<file path="config.mk">
export PLATFORM = sky130hd
export DESIGN_NAME = truth_table_sweeper
export DESIGN_NICKNAME = d
export VERILOG_FILES = /design/src/rtl/truth_table_sweeper_pkg.sv /design/src/rtl/truth_table_sweeper_popcount.sv /design/src/rtl/truth_table_sweeper.sv
export SDC_FILE = /design/constraint.sdc
export NUM_CORES = 1
export LEC_CHECK = 0
export ABC_AREA = 1
export BUFFER_PORTS_ARGS = -buffer_cell sky130_fd_sc_hd__buf_2
export CAP_MARGIN = 25
export CORE_AREA = 3 3 89 91
export CTS_BUF_LIST = sky130_fd_sc_hd__clkbuf_4 sky130_fd_sc_hd__clkbuf_8
export CTS_CLUSTER_SIZE = 25
export DETAILED_ROUTE_END_ITERATION = 10
export DIE_AREA = 0 0 92 94
export GPL_ROUTABILITY_DRIVEN = 0
export HOLD_SLACK_MARGIN = 0.1
export PLACE_DENSITY = 0.7
export REMOVE_ABC_BUFFERS = 1
export SKIP_LAST_GASP = 1
export SLEW_MARGIN = 30
export SYNTH_ARGS = -nofsm -noshare
export SYNTH_HDL_FRONTEND = slang
export SYNTH_SLANG_ARGS = --single-unit
</file>
<file path="constraint.sdc">
create_clock -name clk -period 8.7 [get_ports clk]
set_clock_uncertainty 0.2 [all_clocks]
set_input_delay 0.87 -clock clk [delete_from_list [all_inputs] [get_ports clk]]
set_output_delay 0.87 -clock clk [all_outputs]
set_load 0.05 [all_outputs]
</file>
<file path="src/rtl/truth_table_sweeper_pkg.sv">
// tt_sweep_pkg: shared state encoding, default sizing and truth-table width helper for the sweeper
package tt_sweep_pkg;
  typedef enum logic [1:0] {IDLE, SWEEP, REPORT} state_e;
  localparam int N_IN_DEF = 4;
  localparam int SETTLE_DEF = 1;
  function automatic int tt_w(input int n);
    return 1 << n;
  endfunction
endpackage

</file>
<file path="src/rtl/truth_table_sweeper_popcount.sv">
// tt_popcount: combinational ones-count of v_i (W bits) onto cnt_o (clog2(W)+1 bits)
module tt_popcount
  import tt_sweep_pkg::*;
#(
  parameter int W = 16,
  localparam int CW = $clog2(W) + 1
) (
  input  logic [W-1:0]  v_i,
  output logic [CW-1:0] cnt_o
);
  always_comb begin
    cnt_o = '0;
    for (int i = 0; i < W; i++) cnt_o = cnt_o + CW'(v_i[i]);
  end
endmodule

</file>
<file path="src/rtl/truth_table_sweeper.sv">
// truth_table_sweeper: drives x_out over all codes, captures f_in into truth, compares with expected; ports clk/rst_n, start/expected in, f_in from the block, x_out to it, busy/out_valid/out_ready handshake, truth/match/miscount result
module truth_table_sweeper
  import tt_sweep_pkg::*;
#(
  parameter int N_IN = N_IN_DEF,
  parameter int SETTLE = SETTLE_DEF,
  localparam int TT_W = tt_w(N_IN)
) (
  input  logic            clk,
  input  logic            rst_n,
  input  logic            start,
  input  logic [TT_W-1:0] expected,
  input  logic            f_in,
  output logic [N_IN-1:0] x_out,
  output logic            busy,
  output logic            out_valid,
  input  logic            out_ready,
  output logic [TT_W-1:0] truth,
  output logic            match,
  output logic [N_IN:0]   miscount
);
  localparam int SW = $clog2(SETTLE) + 1;
  localparam logic [SW-1:0] SETTLE_LD = SW'(SETTLE - 1);
  localparam logic [N_IN-1:0] LAST = N_IN'(TT_W - 1);
  state_e state_q, state_d;
  logic [N_IN-1:0] x_q, x_d;
  logic [TT_W-1:0] truth_q, truth_d, exp_q, exp_d, truth_s;
  logic [SW-1:0] settle_q, settle_d;
  logic busy_q, busy_d, valid_q, valid_d, match_q, match_d;
  logic [N_IN:0] mis_q, mis_d, pop;
  // table as it will look once the current sample lands, so match/miscount
  // can be registered on the same edge that enters REPORT
  always_comb begin
    truth_s = truth_q;
    truth_s[x_q] = f_in;
  end
  tt_popcount #(.W(TT_W)) u_pop (.v_i(truth_s ^ exp_q), .cnt_o(pop));
  always_comb begin
    state_d = state_q;
    x_d = x_q;
    truth_d = truth_q;
    exp_d = exp_q;
    settle_d = settle_q;
    busy_d = busy_q;
    valid_d = valid_q;
    match_d = match_q;
    mis_d = mis_q;
    unique case (state_q)
      IDLE: if (start) begin
        state_d = SWEEP;
        exp_d = expected;
        x_d = '0;
        truth_d = '0;
        settle_d = SETTLE_LD;
        busy_d = 1'b1;
      end
      SWEEP: if (settle_q != '0) begin
        settle_d = settle_q - 1'b1;
      end else begin
        truth_d = truth_s;
        if (x_q == LAST) begin
          state_d = REPORT;
          valid_d = 1'b1;
          match_d = truth_s == exp_q;
          mis_d = pop;
        end else begin
          x_d = x_q + 1'b1;
          settle_d = SETTLE_LD;
        end
      end
      REPORT: if (out_ready) begin
        state_d = IDLE;
        valid_d = 1'b0;
        busy_d = 1'b0;
      end
      default: state_d = IDLE;
    endcase
  end
  always_ff @(posedge clk or negedge rst_n) begin
    if (!rst_n) begin
      state_q <= IDLE;
      x_q <= '0;
      truth_q <= '0;
      exp_q <= '0;
      settle_q <= '0;
      busy_q <= 1'b0;
      valid_q <= 1'b0;
      match_q <= 1'b0;
      mis_q <= '0;
    end else begin
      state_q <= state_d;
      x_q <= x_d;
      truth_q <= truth_d;
      exp_q <= exp_d;
      settle_q <= settle_d;
      busy_q <= busy_d;
      valid_q <= valid_d;
      match_q <= match_d;
      mis_q <= mis_d;
    end
  end
  assign x_out = x_q;
  assign truth = truth_q;
  assign busy = busy_q;
  assign out_valid = valid_q;
  assign match = match_q;
  assign miscount = mis_q;
endmodule
</file>
**After elaboration in Yosys (flattened, before gate mapping)**

Index checks and enable logic that the tools add are counted.
W data, S select, Z words.

- Input port bits: 21
- Logic and storage cells: 76
- Flip-flop bits (word level): 47
- Output and inout bits: 28

- Bitwise operators: 2
- Reductions and logical operators: 13
- $lt $le $gt $ge: 2
- Eq/ne operators: 9
- Add/sub/neg operators: 17
- Mux-type cells: 24

Operators by type and width:

| kind | count |
|---|---|
| $add A5 B1 Y5 | 14 |
| $mux W16 | 2 |
| $pmux W16 S2 | 1 |
| $bwmux W16 | 1 |
| $eq A16 B16 Y1 | 1 |
| $xor A16 B16 Y16 | 1 |
| $mux W4 | 3 |
| $reduce_and A4 Y1 | 3 |
| $ne A2 B2 Y1 const B | 5 |
| $reduce_and A3 Y1 | 3 |
| $mux W2 | 4 |
| $pmux W4 S2 | 1 |
| $mux W1 | 7 |
| $pmux W1 S2 | 3 |
| $pmux W2 S3 | 1 |
| $reduce_bool A2 Y1 | 3 |
| $lt A4 B5 Y1 const B | 1 |
| $add A4 B1 Y4 const B | 1 |
| $demux W1 S4 | 1 |
| $eq A4 B4 Y1 const B | 1 |
| $ge A4 B1 Y1 const B | 1 |
| $reduce_and A2 Y1 | 2 |
| $add A1 B1 Y2 | 1 |
| $eq A2 B1 Y1 const B | 1 |
| 5 further kinds | 5 |

**Depth between registers and ports, before layout**

- Word-level depth: 21
- Gate-level depth with buffers: 20
- Depth with buffers taken out: 20

**By module**

A second synthesis with hierarchy kept.

- Cells, all modules: 402
- Area total of the unflattened synthesis: 3078.0 um^2

Modules (own cells, without submodules):

| module | cells an instance | sequential area each (um^2) | area each (um^2) | times used |
|---|---|---|---|---|
| truth_table_sweeper | 350 | 1151.1 | 2663.8 | 1 |
| tt_popcount | 52 | 0.0 | 414.1 | 1 |

**Worst setup path after synthesis**

OpenSTA, ideal clock, no wires.

- Path type: reg-to-reg
- From: register x_q[0], in the netlist x_out[0]
- To: register mis_q[3], in the netlist miscount[3]
- Library setup time: 0.118 ns
- Arrival: 5.122 ns
- Period minus slack after synthesis: 5.440 ns
- Required time: 8.382 ns
- Stages on the path, launching flop included: 20
- Slack: 3.260 ns
- Path buffers: 1
- Path through: dfrtp_1 ha_1 clkbuf_1 a21oi_1 a31oi_1 xnor2_1 ha_1 fa_1 fa_1 fa_1 inv_1 fa_1 inv_1 fa_1 a21oi_1 o21ba_2 inv_1 or2_2 nand3_1 nand2_1

- Cells in the longest elaborated chain, start to end: 21
- Elaborated cells between the ends (all ways): 24
- Those cells by class: 15 x add/sub; 2 x order compare; 1 x eq/ne; 3 x mux; 1 x bitwise; 2 x reduce/logical

RTL lines:

| what | RTL line | RTL |
|---|---|---|
| start: declaration | truth_table_sweeper.sv:26 | `logic [N_IN-1:0] x_q, x_d;` |
| start signal: assignment | truth_table_sweeper.sv:82 | `x_q <= '0;` |
| start signal: assignment | truth_table_sweeper.sv:92 | `x_q <= x_d;` |
| $lt A4 B5 Y1 (implied by the code) / $ge A4 B1 Y1 (equally long branches) | truth_table_sweeper.sv:35 | `truth_s[x_q] = f_in;` |
| $logic_and A1 B1 Y1 (implied by the code) | truth_table_sweeper.sv:35 |  |
| $mux W1 (implied by the code) | truth_table_sweeper.sv:35 |  |
| $demux W1 S4 | truth_table_sweeper.sv:35 |  |
| $bwmux W16 | truth_table_sweeper.sv:35 |  |
| $xor A16 B16 Y16 | truth_table_sweeper.sv:37 | `tt_popcount #(.W(TT_W)) u_pop (.v_i(truth_s ^ exp_q), .cnt_o(pop));` |
| $add A1 B1 Y2 | truth_table_sweeper_popcount.sv:13 | `for (int i = 0; i < W; i++) cnt_o = cnt_o + CW'(v_i[i]);` |
| $add A5 B1 Y5 (14 in series) | truth_table_sweeper_popcount.sv:13 |  |
| end signal: assignment | truth_table_sweeper.sv:99 | `mis_q <= mis_d;` |
| end: declaration | truth_table_sweeper.sv:30 | `logic [N_IN:0] mis_q, mis_d, pop;` |

Parallel ways exist; a longest one is shown, timed or not.
A chain may end at the register's enable or synchronous reset.

**Worst setup path after layout**

- From: register x_q[3], in the netlist x_out[3]
- To: register mis_q[3], in the netlist miscount[3]

Same word-level chain as after synthesis.

==> flow_metrics.env <==
export IMPL_syn2layout_area_growth_pct=13.5
export IMPL_syn_avg_cell_area_sq_um=7.71
export IMPL_tightest_slew_ns=0.800
export IMPL_dr_total_vias=2551
export IMPL_hold_viol=0
export IMPL_synthMuxAreaShare_pct=0
export IMPL_worstHoldEndpoint="match$_DFFE_PN0P_"
export IMPL_numClockSinks=46
export IMPL_grt_max_degree=47
export IMPL_antenna_left=0
export IMPL_synthArstFlopShare_pct=100
export IMPL_holdCritPathClass="flip-flop to flip-flop"
export IMPL_die_area_sq_um=8650
export IMPL_dpl_hpwl_um=5310
export IMPL_ys_ff_latch=46
export IMPL_cts_buffer_depth=2
export IMPL_synthAdderAreaFrac_pct=11.8
export IMPL_hold_path_depth=2
export IMPL_ctsResizeCount=0
export IMPL_ff2ff_setup_slack_ns=3.20
export IMPL_clockRootBuffer="clkbuf_8"
export IMPL_hold_start="match$_DFFE_PN0P_"
export IMPL_criticalPathCategory="flip-flop to flip-flop"
export IMPL_setup_worst_path_start_class="flip-flop"
export IMPL_vias_per_cell=4.98
export IMPL_layout_drive_gt1_share_pct=14.5
export IMPL_start_util_pct=39.8
export IMPL_nets=454
export IMPL_synth_edf_count=0
export IMPL_post_route_util_pct=45.1
export IMPL_worstSkewPairLatency_ns=0.30
export IMPL_gr_total_overflow=0
export IMPL_reg2reg_depth=18
export IMPL_port_buffers=48
export IMPL_drc=0
export IMPL_status="finished clean"
export IMPL_tns_ns=0
export IMPL_antenna_found_initial=0
export IMPL_fin_crit_sh_pct=63.2
export IMPL_cts_buffers=5
export IMPL_drv_cap=0
export IMPL_yosysSeqAreaShare_pct=40.1
export IMPL_grt_pass1_wl_um=12000
export IMPL_yosys_area_top_type="dfrtp_1"
export IMPL_endpoint_kind="flip-flop"
export IMPL_synthXorXnorAreaFrac_pct=1.53
export IMPL_track_usage_pct=17.4
export IMPL_yosysMostFrequentCell="nand2_1"
export IMPL_synth_area_top_cells="dfrtp_1 (40%), nand2_1 (13%), nand3_1 (9.1%)"
export IMPL_num_antenna_cells=0
export IMPL_synth_compound_area_share_pct=8.59
export IMPL_first_global_vias=2531
export IMPL_relSlewSlack_pct=46.3
export IMPL_critPathMaxFanout=18
export IMPL_detail_route_wl_per_cell_um=14.0
export IMPL_cts_tree="done"
export IMPL_synthCells=372
export IMPL_yosysWarnings=0
export IMPL_synthSimpleGateAreaFrac_pct=27.6
export IMPL_synth_top_area_share_pct=40.1
export IMPL_synth_top_family_by_area="simple AND/OR/NAND/NOR gates"
export IMPL_io_pins=49
export IMPL_die_h_um=94
export IMPL_slew_violations=0
export IMPL_rsz0062_at_grt="no"
export IMPL_synth_cell_types=28
export IMPL_drtPass1Iterations=4
export IMPL_cts_setup_buffers=0
export IMPL_clock_fmax_mhz=182
export IMPL_cp_data_arrival_time_ns=5.50
export IMPL_path_clk_slew_ns=0.09
export IMPL_syn_area_sq_um=2870
export IMPL_coreArea_sq_um=7210
export IMPL_drt_initial_drc_count=171
export IMPL_rr_startpoint="x_out[3]$_DFFE_PN0P_"
export IMPL_h_tree_depth=2
export IMPL_finalWirelength_um=7190
export IMPL_setup_violations_final=0
export IMPL_placementRows=31
export IMPL_synth_commonest_cells="nand2_1 (101), inv_1 (56), nand3_1 (52)"
export IMPL_die_w_um=92
export IMPL_crit_required_ns=8.70
export IMPL_r2r_end="miscount[3]$_DFFE_PN0P_"
export IMPL_hold_buffers=0
export IMPL_min_period_ns=5.50
export IMPL_synth_ff_type="dfrtp_1"
-- worst max-delay path: stages, from the launching register on --
cell,delay [ns]
dfrtp_1,0.60
nor2_2,0.37
a21oi_1,0.13
a31oi_1,0.24
xnor2_1,0.18
ha_1,0.28
fa_1,0.52
fa_1,0.52
fa_1,0.55
inv_1,0.06
fa_1,0.53
inv_1,0.06
fa_1,0.44
a21oi_1,0.17
o21ba_2,0.13
inv_1,0.04
or2_2,0.26
nand3_1,0.07
nand2_1,0.05
-- routing by layer --
metal	global-route usage (%)	wire (um)	up-vias
met5	0	0	-
met4	7.05	151	0
met3	3.53	384	14
met2	28.3	3400	63
met1	22.6	3250	1211
li1	-	-	1263
-- cells in the final DEF (no fill, tap or decap), drive strengths merged --
master and n:
ha 11, nand3b 3, xnor2 3, clkbuf 6, o211ai 2, o22ai 6
clkinvlp 1, nor3 2, fa 10, or2 1, a21oi 3, buf 49
and3 1, nand2 101, inv 56, o31ai 1, a31oi 2, o21ai 28
dfrtp 46, nand4 8, nand3 52, xor2 2, nor2 15, clkinv 2
a221oi 1, o21ba 1
-- sequential cells by signal (all words and copies together), names as in the netlist --
name       count
truth         16
x_out          4
out_valid      1
exp_q         16
state_q        2
busy           1
match          1
miscount       5
-- metrics by stage --
step           hold WS (ns)  cell area [sq um]  instances  setup slack, ns
2_1_floorplan         0.229               2790        356             3.32
3_3_place_gp          0.252               3160        504             3.25
3_5_place_dp          0.270               3160        504             3.14
4_1_cts               0.285               3260        512             3.21
5_1_grt               0.297               3260        512             2.85
6_report              0.289               3260        512             3.20
-- final cells by class --
class / count / area, sq um
tap: 99 / 124
inverter: 57 / 214
clock buffer: 6 / 82.6
timing repair buffer: 49 / 250
sequential: 46 / 1150
multi-input combinational: 253 / 1420
fill: 757 / 3960
clock inverter: 2 / 12.5
-- worst max path at each step --
stage                               startpoint                       to  slack (ns)
after floorplan           x_out[0]$_DFFE_PN0P_  miscount[3]$_DFFE_PN0P_        3.32
after detailed placement                  f_in  miscount[3]$_DFFE_PN0P_        3.14
after CTS                 x_out[3]$_DFFE_PN0P_  miscount[3]$_DFFE_PN0P_        3.21
after global routing      x_out[2]$_DFFE_PN0P_  miscount[3]$_DFFE_PN0P_        2.85
final                     x_out[3]$_DFFE_PN0P_  miscount[3]$_DFFE_PN0P_        3.20
after global placement                    f_in  miscount[3]$_DFFE_PN0P_        3.25
-- logic make-up after synthesis --
group | Yosys count
buf+inv | 73
xor+xnor | 5
simple gates | 183
compound gates | 44
fa+ha+maj | 21
flops | 46
Power is left out: the tool's default activity adds up to more than one toggle a clock period on the data nets, which glitch-free logic cannot reach.
